$ cat config.mk
export PLATFORM = sky130hd
export DESIGN_NAME = march_controller
export DESIGN_NICKNAME = d
export VERILOG_FILES = /design/src/rtl/march_controller.sv
export SDC_FILE = /design/constraint.sdc
export NUM_CORES = 1
export LEC_CHECK = 0
export CAP_MARGIN = 30
export CELL_PAD_IN_SITES_DETAIL_PLACEMENT = 1
export CELL_PAD_IN_SITES_GLOBAL_PLACEMENT = 1
export CORE_ASPECT_RATIO = 0.9
export CORE_MARGIN = 2
export CORE_UTILIZATION = 30
export CTS_BUF_LIST = sky130_fd_sc_hd__clkbuf_2
export DETAILED_ROUTE_END_ITERATION = 16
export PLACE_DENSITY = 0.86
export SYNTH_ARGS = -nofsm -noshare
export SYNTH_HDL_FRONTEND = slang
export SYNTH_SLANG_ARGS = --single-unit
$ cat constraint.sdc
create_clock -name clk -period 3.6 [get_ports clk]
set_clock_uncertainty 0.2 [all_clocks]
set_input_delay 0.9 -clock clk [delete_from_list [all_inputs] [get_ports clk]]
set_output_delay 0.9 -clock clk [all_outputs]
set_load 0.005 [all_outputs]
$ cat src/rtl/march_controller.sv
// March C- sequencer for the MBIST engine: steps an external up/down address
// counter through six march elements and checks each read against its background.
module march_controller #(
   parameter int ADDR_WIDTH = 10,
   parameter int DATA_WIDTH = 8
) (
   input  logic                  clk,
   input  logic                  rst,
   input  logic                  start,
   output logic                  cnt_ld,
   output logic                  cnt_ud,
   output logic                  cnt_cen,
   output logic [ADDR_WIDTH-1:0] cnt_din,
   input  logic [ADDR_WIDTH-1:0] cnt_q,
   output logic [ADDR_WIDTH-1:0] mem_addr,
   output logic                  mem_re,
   output logic                  mem_we,
   output logic [DATA_WIDTH-1:0] mem_wdata,
   input  logic [DATA_WIDTH-1:0] mem_rdata,
   output logic                  busy,
   output logic                  done,
   output logic                  fail,
   output logic [ADDR_WIDTH-1:0] fail_addr,
   output logic [2:0]            fail_elem
);

   typedef enum logic [2:0] {
      S_IDLE,
      S_LOAD,
      S_RD,
      S_WR,
      S_CHK,
      S_DONE
   } state_t;

   localparam logic [ADDR_WIDTH-1:0] ADDR_LAST = '1;

   state_t                state;
   state_t                state_next;
   logic [2:0]            elem;
   logic [2:0]            elem_next;
   logic                  elem_down;
   logic                  last_addr;
   logic                  compare_en;
   logic                  miscompare;
   logic [DATA_WIDTH-1:0] read_val;
   logic [DATA_WIDTH-1:0] write_val;
   logic [ADDR_WIDTH-1:0] next_start;

   assign mem_addr   = cnt_q;
   assign elem_down  = (elem == 3'd3) || (elem == 3'd4);
   assign last_addr  = elem_down ? (cnt_q == '0) : (cnt_q == ADDR_LAST);
   assign read_val   = ((elem == 3'd2) || (elem == 3'd4)) ? '1 : '0;
   assign write_val  = ((elem == 3'd1) || (elem == 3'd3)) ? '1 : '0;
   // Start address of the element that follows the current one.
   assign next_start = ((elem == 3'd2) || (elem == 3'd3)) ? ADDR_LAST : '0;
   assign compare_en = ((state == S_WR) && (elem != 3'd0)) || (state == S_CHK);
   assign miscompare = compare_en && (mem_rdata != read_val);

   // NOTE: sequential state uses non-blocking assignments so every flop samples pre-edge values.
   always_ff @(posedge clk or posedge rst) begin
      if (rst) begin
         state <= S_IDLE;
         elem  <= '0;
      end else begin
         state <= state_next;
         elem  <= elem_next;
      end
   end

   // NOTE: every combinational output gets a default first so no path infers a latch.
   always_comb begin
      state_next = state;
      elem_next  = elem;
      case (state)
         S_IDLE, S_DONE: begin
            if (start) begin
               state_next = S_LOAD;
               elem_next  = 3'd0;
            end
         end
         S_LOAD: state_next = S_WR;
         S_RD:   state_next = (elem == 3'd5) ? S_CHK : S_WR;
         S_WR: begin
            if (last_addr) begin
               state_next = S_RD;
               elem_next  = elem + 3'd1;
            end else begin
               state_next = (elem == 3'd0) ? S_WR : S_RD;
            end
         end
         S_CHK:   state_next = last_addr ? S_DONE : S_RD;
         default: state_next = S_IDLE;
      endcase
   end

   always_comb begin
      cnt_ld    = 1'b0;
      cnt_ud    = 1'b0;
      cnt_cen   = 1'b0;
      cnt_din   = '0;
      mem_re    = 1'b0;
      mem_we    = 1'b0;
      mem_wdata = '0;
      case (state)
         S_LOAD: begin
            cnt_ld  = 1'b1;
            cnt_cen = 1'b1;
         end
         S_RD: mem_re = 1'b1;
         S_WR: begin
            mem_we    = 1'b1;
            mem_wdata = write_val;
            cnt_cen   = 1'b1;
            // Reloading in the final write keeps the next element bubble-free.
            if (last_addr) begin
               cnt_ld  = 1'b1;
               cnt_din = next_start;
            end else begin
               cnt_ud = ~elem_down;
            end
         end
         S_CHK: begin
            cnt_cen = 1'b1;
            cnt_ud  = 1'b1;
         end
         default: ;
      endcase
   end

   always_ff @(posedge clk or posedge rst) begin
      if (rst) begin
         busy      <= 1'b0;
         done      <= 1'b0;
         fail      <= 1'b0;
         fail_addr <= '0;
         fail_elem <= '0;
      end else begin
         busy <= (state_next == S_LOAD) || (state_next == S_RD) ||
                 (state_next == S_WR)   || (state_next == S_CHK);
         done <= (state_next == S_DONE);
         if (state_next == S_LOAD) begin
            fail      <= 1'b0;
            fail_addr <= '0;
            fail_elem <= '0;
         end else if (miscompare) begin
            fail <= 1'b1;
            if (!fail) begin
               fail_addr <= cnt_q;
               fail_elem <= elem;
            end
         end
      end
   end

endmodule

==> reports/results.ini <==
[floorplanning]
die-area_sq_mm = 0.00549
start_util_pct = 30.9
ioPinCount = 70
die_x_um = 77.9
num_rows = 24
die_h_um = 70.5
design.core.area_sq_mm = 0.00477

[power_and_ir_drop]
p_switching_mw = 0.280
internal_power_mw = 0.577
seqPwrFrac_pct = 42.7
leakage_nw = 0.975
p_sw_share_pct = 32.7
cellPowerDensity_mw_per_mm2 = 376
p_clk_share_pct = 11.2
ir_worst_vdd_uv = 181
p_comb_share_pct = 46.0

[synth]
yosys_register_bits = 22
synthDominantCellAreaShare_pct = 37.4
yosysUniqueCellTypes = 37
syn-num-nets = 180
yosysSeqAreaShare_pct = 37.4
synth_area_leaders = dfrtp_1 (37%), buf_4 (13%), mux2i_1 (8.8%)
synthTopCellsByCount = buf_4 (26), dfrtp_1 (22), nor2_1 (16), mux2i_1 (13), inv_1 (10)
async_flop_share_pct = 100
synth_top_area_cell = dfrtp_1
synthMostInstantiatedCell = buf_4
synth_edf_count = 0
syn-cell-area_sq_mm = 0.00147
netlist_instances = 154
ys_warn_count = 0
avgSynthCellArea_sq_um = 9.57
ys.flop_type = dfrtp_1

[critical_path]
cp-end-kind = output pin
crit_fanout = 4
max_stage_delay_ns = 0.39
crit_slowest_cell = nor4_4
cp_data_required_time_ns = 2.50
cpMostUsedCell = buf_4
cp_cell_sequence = buf_4 > nand4_1 > nor4_4 > o21ai_2 > a21oi_2 > buf_2 > buf_4 > buf_4 > clkdlybuf4s15_1
worstReg2RegStart = elem[0]
arrival_ns = 2.44
worstSetupStartpoint = cnt_q[2]
critPathLaunchType = primary input
timing_worst_setup_path_type = primary input to output pin

[detailed_routing]
drt_iter0_drc = 60
viasPerCell = 4.82
route.vias.total = 1406
antenna_left = 0
first_pass_iters = 4
avgRoutedWirePerCell_um = 15.9
drc = 0
routed_wl_um = 4650

[layout]
final_nets = 255
layout-drive-gt1-share_pct = 29.5
final_area_sq_mm = 0.00228
num_antenna_cells = 0
area_growth_pct = 54.7
final_cells = 292

[sta]
setup_viol = 0
tightest_slew_ns = 0.872
finalCriticalPeriod_ns = 3.54
maxSlewViolCount = 0
finalCritPeriodShare_pct = 98.3
fmaxAchievable_mhz = 283
hold_viol = 0
relSlewSlack_pct = 41.8

[cts]
cts_root_buf = clkbuf_2
path_clk_slew_ns = 0.20
cts_tree = done
cts_made_buffers = 3
clock-sinks = 22
worstSkewPairLatency_ns = 0.33
htreeDepth = 1
clockBufferDepth = 2

[placement]
dpl_cell_area_sq_mm = 0.00214
dp_hpwl_um = 3200
place_inst = 274
place_congestion = 0.820
portBuffers = 69

[grt]
grt_start_max_net_pins = 23
grt_pass1_vias = 1460
grt_overflow = 0
antenna_found_initial = 0
track_usage_pct = 16.3
grt_pass1_wl_um = 7080

[job]
max_cap_viol_count = 0

[min_path]
min_path_type = register to register
hold_start = fail_addr[4]

[status]
status = completed

## flip-flops by register name, indices dropped and copies added, names as in the netlist
name / cells
done: 1
elem: 3
fail: 1
busy: 1
fail_elem: 3
fail_addr: 10
state: 3
## power by group through the flow
stage / Sequential [mW] / Combinational (mW) / Clock [mW]
global placement: 0.367 / 0.380 / 0
global route: 0.375 / 0.429 / 0.111
CTS: 0.367 / 0.394 / 0.102
finish: 0.366 / 0.394 / 0.0963
detailed placement: 0.372 / 0.391 / 0
floorplan: 0.362 / 0.158 / 0
## cells in the final DEF (no fill, tap or decap), types with 2 or more instances in the layout
cell and count:
clkdlybuf4s50_1 48, buf_4 34, dfrtp_1 22, nor2_1 16, mux2i_1 13, clkbuf_2 9
inv_1 8, nand2_1 6, dlygate4sd2_1 6, a21oi_1 5, nand4_1 4, nor4_4 4
o21ai_0 3, nand3_1 3, nor3_1 3, ha_1 3, buf_2 3, nor3b_1 2
nand2b_1 2, or3_1 2, nor4_1 2, a211oi_1 2, inv_2 2, o22ai_1 2
clkdlybuf4s15_1 2
## timing repair
action | 4_1_cts | 5_1_grt
pin swaps | 6 | 5
setup buffers | 10 | 4
gates cloned | 1 | 0
hold buffers | 0 | 0
hold endpoints to repair | 0 | 0
setup endpoints to repair | 12 | 9
gates resized for setup | 47 | 31
## per-layer routing
layer,global-route usage (%),routed length [um],vias to the layer above
li1,-,-,661
met1,19.0,1880,703
met2,29.8,2510,38
met3,4.01,220,4
met4,3.97,35,0
met5,0,0,-
## cell type report
| type | count | area, sq um |
|---|---|---|
| Fill cell | 544 | 2490 |
| Timing Repair Buffer | 101 | 876 |
| Multi-Input combinational cell | 91 | 719 |
| Sequential cell | 22 | 551 |
| Tap cell | 65 | 81.3 |
| Inverter | 10 | 37.5 |
| Clock buffer | 3 | 15.0 |
## logic make-up after synthesis
family	share of synthesized area [%]
flip-flops	37.4
AND/OR/NAND/NOR	19.3
AO/OA/AOI/OAI	11.1
adder cells (fa/ha/maj)	4.24
multiplexers	9.85
buffers and inverters	18.2
## critical path: cells and delay by family
kind	cells	cell delay, ns
compound gates	2	0.29
buf+inv	5	0.65
simple gates	2	0.59
## worst paths after layout
kind	endpoint	slack, ns	cells past startpoint
max	cnt_din[7]	0.06	9
min	fail_addr[4]	0.35	2
max reg2reg	fail_addr[8]	0.65	10
min reg2reg	fail_addr[4]	0.35	2
max in group asynchronous	fail	1.86	2
min in group asynchronous	state[2]	0.82	2
## metrics by stage
step                      setup TNS (ns)  util [%]  hold slack [ns]  setup WS, ns  power, mW
after floorplan                        0         -            0.295         0.128      0.520
after global placement             -5.04      44.9            0.301        -0.467      0.747
after detailed placement           -5.56      44.9            0.309        -0.523      0.762
after CTS                              0      47.4            0.354        0.0118      0.863
after global routing             -0.0757      47.7            0.370       -0.0488      0.915
final                                  0      47.7            0.345        0.0623      0.857
Power figures use the tool's default switching activity.
